$ cat config.mk
export PLATFORM = sky130hd
export DESIGN_NAME = bootrom_arbiter
export DESIGN_NICKNAME = d
export VERILOG_FILES = /design/src/rtl/bootrom_arbiter.sv
export SDC_FILE = /design/constraint.sdc
export NUM_CORES = 1
export LEC_CHECK = 0
export BUFFER_PORTS_ARGS = -buffer_cell sky130_fd_sc_hd__buf_2
export CAP_MARGIN = 15
export CORE_AREA = 2 2 154 156
export CTS_BUF_LIST = sky130_fd_sc_hd__clkbuf_8
export CTS_CLUSTER_SIZE = 40
export DETAILED_ROUTE_END_ITERATION = 12
export DIE_AREA = 0 0 156 158
export HOLD_SLACK_MARGIN = 0.08
export SYNTH_ARGS = -nofsm -noshare
export SYNTH_HDL_FRONTEND = slang
export SYNTH_SLANG_ARGS = --single-unit
export TNS_END_PERCENT = 10
$ cat constraint.sdc
create_clock -name clk_i -period 3.9 [get_ports clk_i]
set_input_delay 0.39 -clock clk_i [delete_from_list [all_inputs] [get_ports clk_i]]
set_output_delay 0.39 -clock clk_i [all_outputs]
set_load 0.02 [all_outputs]
$ cat src/rtl/bootrom_arbiter.sv
// bootrom_arbiter
//   Two-port round-robin arbiter in front of a single-cycle boot ROM.
//   A port is granted combinationally in the cycle it requests. In-range
//   grants strobe the ROM; the response returns on the granted port exactly
//   one cycle later. Out-of-range grants never touch the ROM and respond
//   with err=1 and rdata=0.
//
// Parameters
//   ROM_BYTES   byte size of the ROM window starting at address 0
//
// Ports
//   clk_i                    clock, rising edge
//   rst                      asynchronous active-high reset
//   p{0,1}_req_i/_addr_i     per-port read request and byte address
//   p{0,1}_gnt_o             per-port grant (combinational)
//   p{0,1}_rvalid_o          per-port response valid (registered, 1 cycle)
//   p{0,1}_rdata_o/_err_o    response data / out-of-range flag
//   rom_req_o/_addr_o        ROM strobe and address (address 0 when idle)
//   rom_rdata_i              ROM data, valid 1 cycle after rom_req_o
//   p{0,1}_cnt_o             saturating grant counters, present only when
//                            BOOTROM_ARB_CNT_EN is defined
module bootrom_arbiter #(
  parameter int unsigned ROM_BYTES = 8192
) (
  input  logic        clk_i,
  input  logic        rst,
  input  logic        p0_req_i,
  input  logic [63:0] p0_addr_i,
  input  logic        p1_req_i,
  input  logic [63:0] p1_addr_i,
  output logic        p0_gnt_o,
  output logic        p1_gnt_o,
  output logic        p0_rvalid_o,
  output logic        p1_rvalid_o,
  output logic [63:0] p0_rdata_o,
  output logic [63:0] p1_rdata_o,
  output logic        p0_err_o,
  output logic        p1_err_o,
`ifdef BOOTROM_ARB_CNT_EN
  output logic [31:0] p0_cnt_o,
  output logic [31:0] p1_cnt_o,
`endif
  output logic        rom_req_o,
  output logic [63:0] rom_addr_o,
  input  logic [63:0] rom_rdata_i
);

  localparam int NUM_PORTS = 2;

  typedef struct packed {
    logic vld;
    logic port;
    logic err;
  } rsp_t;

  logic                            prio_q, prio_d;
  rsp_t                            rsp_q, rsp_d;
  logic [NUM_PORTS-1:0]            req, gnt, rvalid, err;
  logic [NUM_PORTS-1:0][63:0]      rdata;
  logic                            gport;
  logic [63:0]                     gaddr;
  logic                            in_rng;

  // Requests are masked while in reset so nothing is granted or strobed.
  assign req = rst ? '0 : {p1_req_i, p0_req_i};

  // prio_q names the port that wins a collision; a lone requester always wins.
  assign gnt[0] = req[0] & (~req[1] | ~prio_q);
  assign gnt[1] = req[1] & (~req[0] |  prio_q);

  assign gport  = gnt[1];
  assign gaddr  = gnt[1] ? p1_addr_i : p0_addr_i;
  assign in_rng = gaddr < 64'(ROM_BYTES);

  assign rom_req_o  = (|gnt) & in_rng;
  assign rom_addr_o = rom_req_o ? gaddr : '0;

  always_comb begin
    prio_d = prio_q;
    rsp_d  = '0;
    if (|gnt) begin
      prio_d     = ~gport;
      rsp_d.vld  = 1'b1;
      rsp_d.port = gport;
      rsp_d.err  = ~in_rng;
    end
  end

  always_ff @(posedge clk_i or posedge rst) begin
    if (rst) begin
      prio_q <= 1'b0;
      rsp_q  <= '0;
    end else begin
      prio_q <= prio_d;
      rsp_q  <= rsp_d;
    end
  end

  // Per-port response steering; rdata is forced to 0 unless this port is
  // responding with a good read.
  for (genvar i = 0; i < NUM_PORTS; i++) begin : g_port
    assign rvalid[i] = rsp_q.vld & (rsp_q.port == 1'(i));
    assign err[i]    = rvalid[i] & rsp_q.err;
    assign rdata[i]  = (rvalid[i] & ~rsp_q.err) ? rom_rdata_i : '0;
  end

  assign p0_gnt_o    = gnt[0];
  assign p1_gnt_o    = gnt[1];
  assign p0_rvalid_o = rvalid[0];
  assign p1_rvalid_o = rvalid[1];
  assign p0_err_o    = err[0];
  assign p1_err_o    = err[1];
  assign p0_rdata_o  = rdata[0];
  assign p1_rdata_o  = rdata[1];

`ifdef BOOTROM_ARB_CNT_EN
  logic [31:0] cnt0_q, cnt0_d, cnt1_q, cnt1_d;

  always_comb begin
    cnt0_d = cnt0_q;
    cnt1_d = cnt1_q;
    if (gnt[0] && cnt0_q != 32'hFFFF_FFFF) cnt0_d = cnt0_q + 32'd1;
    if (gnt[1] && cnt1_q != 32'hFFFF_FFFF) cnt1_d = cnt1_q + 32'd1;
  end

  always_ff @(posedge clk_i or posedge rst) begin
    if (rst) begin
      cnt0_q <= '0;
      cnt1_q <= '0;
    end else begin
      cnt0_q <= cnt0_d;
      cnt1_q <= cnt1_d;
    end
  end

  assign p0_cnt_o = cnt0_q;
  assign p1_cnt_o = cnt1_q;
`endif

endmodule

==> flow_summary.yaml <==
status:
  status: "completed"
logic_synthesis:
  synth_common_cells: "and2_1, buf_4, nand2_1, nor4_1, clkbuf_1"
  synth_area_sq_mm: 0.00194
  synth.avg_cell_area_sq_um: 6.50
  yosys-top-cells-area: "and2_1, buf_4, nor4_1, nand2_1, dfrtp_1"
  synth_most_common_cell: "and2_1"
  synth_cells: 298
  synth_cell_types: 25
  yosys_warnings: 0
  synth_seq_area_share: 0.0516
  yosysTopAreaCell: "and2_1"
  async_flop_share: 1.00
  synth_ff_type: "dfrtp_1"
  synth_seq_cells: 4
  yosysTopAreaCellShare: 0.423
  synth-edff-count: 0
grt:
  first_global_vias: 2640
  grt_max_degree: 65
  antenna_found_initial: 6
  grt.overflow.total: 0
  grt_pass1_wl_mm: 14.9
  gr-usage-all-layers: 0.0825
cells_and_area:
  area_growth_pct: 96.7
  layout.nets: 824
  drive_above_1_share: 0.581
power_and_ir_drop:
  p_per_area_mw_per_mm2: 123
  total_power_mw: 0.467
  vdd_drop_max_mv: 0.161
  p_leak_nw: 2.35
worst_setup_path:
  slowest_stage: "o221ai_2"
  crit_arrival_ps: 2560
  cp-end-kind: "primary output"
  worstPathMaxFanout: 17
  path_class: "in2out"
  cpPeakStageDelay_ps: 690
  path_cells: "buf_2 -> inv_1 -> nand3_2 -> inv_2 -> nor3_1 -> o221ai_2 -> a21oi_1 -> buf_2"
  crit_path_frequent_cell: "buf_2"
  critPathRequiredTime_ps: 3510
  start_kind: "primary input"
sta:
  slew_headroom: 0.345
  clock.fmax_mhz: 338
  final_max_slew_viol_count: 0
  final_hold_viol_count: 0
  rsz0062_at_grt: "no"
  min_period_over_period: 0.758
  setup_viol: 0
  setup_tns_ps: 0
  finClkSkew_ps: 1.32
  tightest_slew_ps: 980
  min_period_ps: 2950
  setup_ws_ps: 945
route:
  first_pass_iters: 4
  route.detailed.drc: 0
  vias: 3049
  final_antenna_net_count: 0
  routedWlPerCell_microns: 12.8
  wl_mm: 11.7
  drt_iter0_drc: 103
  viasPerCell: 3.32
clocking:
  htreeDepth: 1
  clkTransAtPathRegs_ps: 30
  cts.repair.resized: 0
  cts-root-buf: "clkbuf_8"
  cts.sinks: 4
  clock_path_buffers: 2
  post_cts_buffers: 0
  cts_tree: "yes"
  clock_latency_ps: 220
  cts_hold_buf: 0
  cts_buffers: 3
die:
  core_sq_mm: 0.0231
  dieHeight_microns: 158
  io_pins: 395
  rows: 56
  start_util: 0.0841
  design.die.area_sq_mm: 0.0246
  fp.dieW_microns: 156
placement:
  port_buffers: 343
  gp_congestion: 0.922
  dpl.hpwl_mm: 10.9
  pre_cts_slack_ps: 918
flow_run:
  maxCapViolCount: 0
hold_path:
  hold_class: "in2async"
final timing paths:
path	to	from	cells past startpoint	slack, ps
max in group asynchronous	rsp_q[0]	rst	2	3610
hold reg to reg	prio_q	prio_q	1	490
hold / removal	rsp_q[2]	rst	2	100
min in group clk_i	rsp_q[2]	rst	2	390
setup reg to reg	rsp_q[0]	prio_q	6	2060
setup / recovery	rom_addr_o[1]	rst	8	950
kinds of logic after synthesis:
kind of cell / share of synthesized area
other: 0.00193
AOI/OAI and AO/OA: 0.0678
DFF: 0.0516
buffers and inverters: 0.242
and+or+nand+nor: 0.637
placed cells by master (no fill, tap or decap):
master	n
inv_1	3
and2_1	131
buf_2	343
nor2b_4	2
nor2_1	2
clkbuf_8	3
conb_1	51
or4_4	2
a21oi_1	5
a21oi_2	9
nor4_1	22
diode_2	2
and3_1	1
nand4_1	4
nor3_1	5
o22ai_1	1
nand2b_1	1
a31oi_1	1
nand2_1	30
nor4_4	2
dfrtp_1	4
nor2b_1	1
nand3_2	1
o221ai_2	1
inv_2	1
report_power, final:
part / internal [mW] / switching [mW] / leakage [nW]
sequential: 0.0459 / 0.00620 / 0.0489
combinational: 0.130 / 0.198 / 2.28
clock: 0.0658 / 0.0219 / 0.0216
total: 0.241 / 0.226 / 2.35
worst max-delay path: cells and delay by family:
| family | cells | cell delay (ps) |
|---|---|---|
| and+or+nand+nor | 2 | 500 |
| buffers and inverters | 4 | 880 |
| AOI/OAI and AO/OA | 2 | 770 |
per-layer routing:
metal	vias up	global-route usage	wire length (microns)
li1	1520	-	-
met1	1286	0.0877	4390
met2	225	0.170	6210
met3	18	0.00876	893
met4	0	0.0214	251
met5	-	0	0
cell type report:
cell class	count	area, sq um
timing repair buffer	343	1720
inverter	4	15.0
multi-input combinational	272	1570
antenna	2	5.00
clock buffer	3	41.3
sequential	4	100
fill	2646	19200
tap	290	363
registers in the layout, summed over array words and instances, names as in the netlist:
signal  count
prio_q      1
rsp_q       3
through the flow:
step | std cells | util | hold slack [ps] | area [sq um]
after floorplan | 348 | - | 188 | 2130
after global placement | 913 | 0.163 | 326 | 3770
after detailed placement | 913 | 0.163 | 332 | 3770
after CTS | 916 | 0.165 | 102 | 3810
after global routing | 917 | 0.165 | 124 | 3810
final | 918 | 0.165 | 99.5 | 3810
No activity file was read; power rests on OpenSTA's default activity.
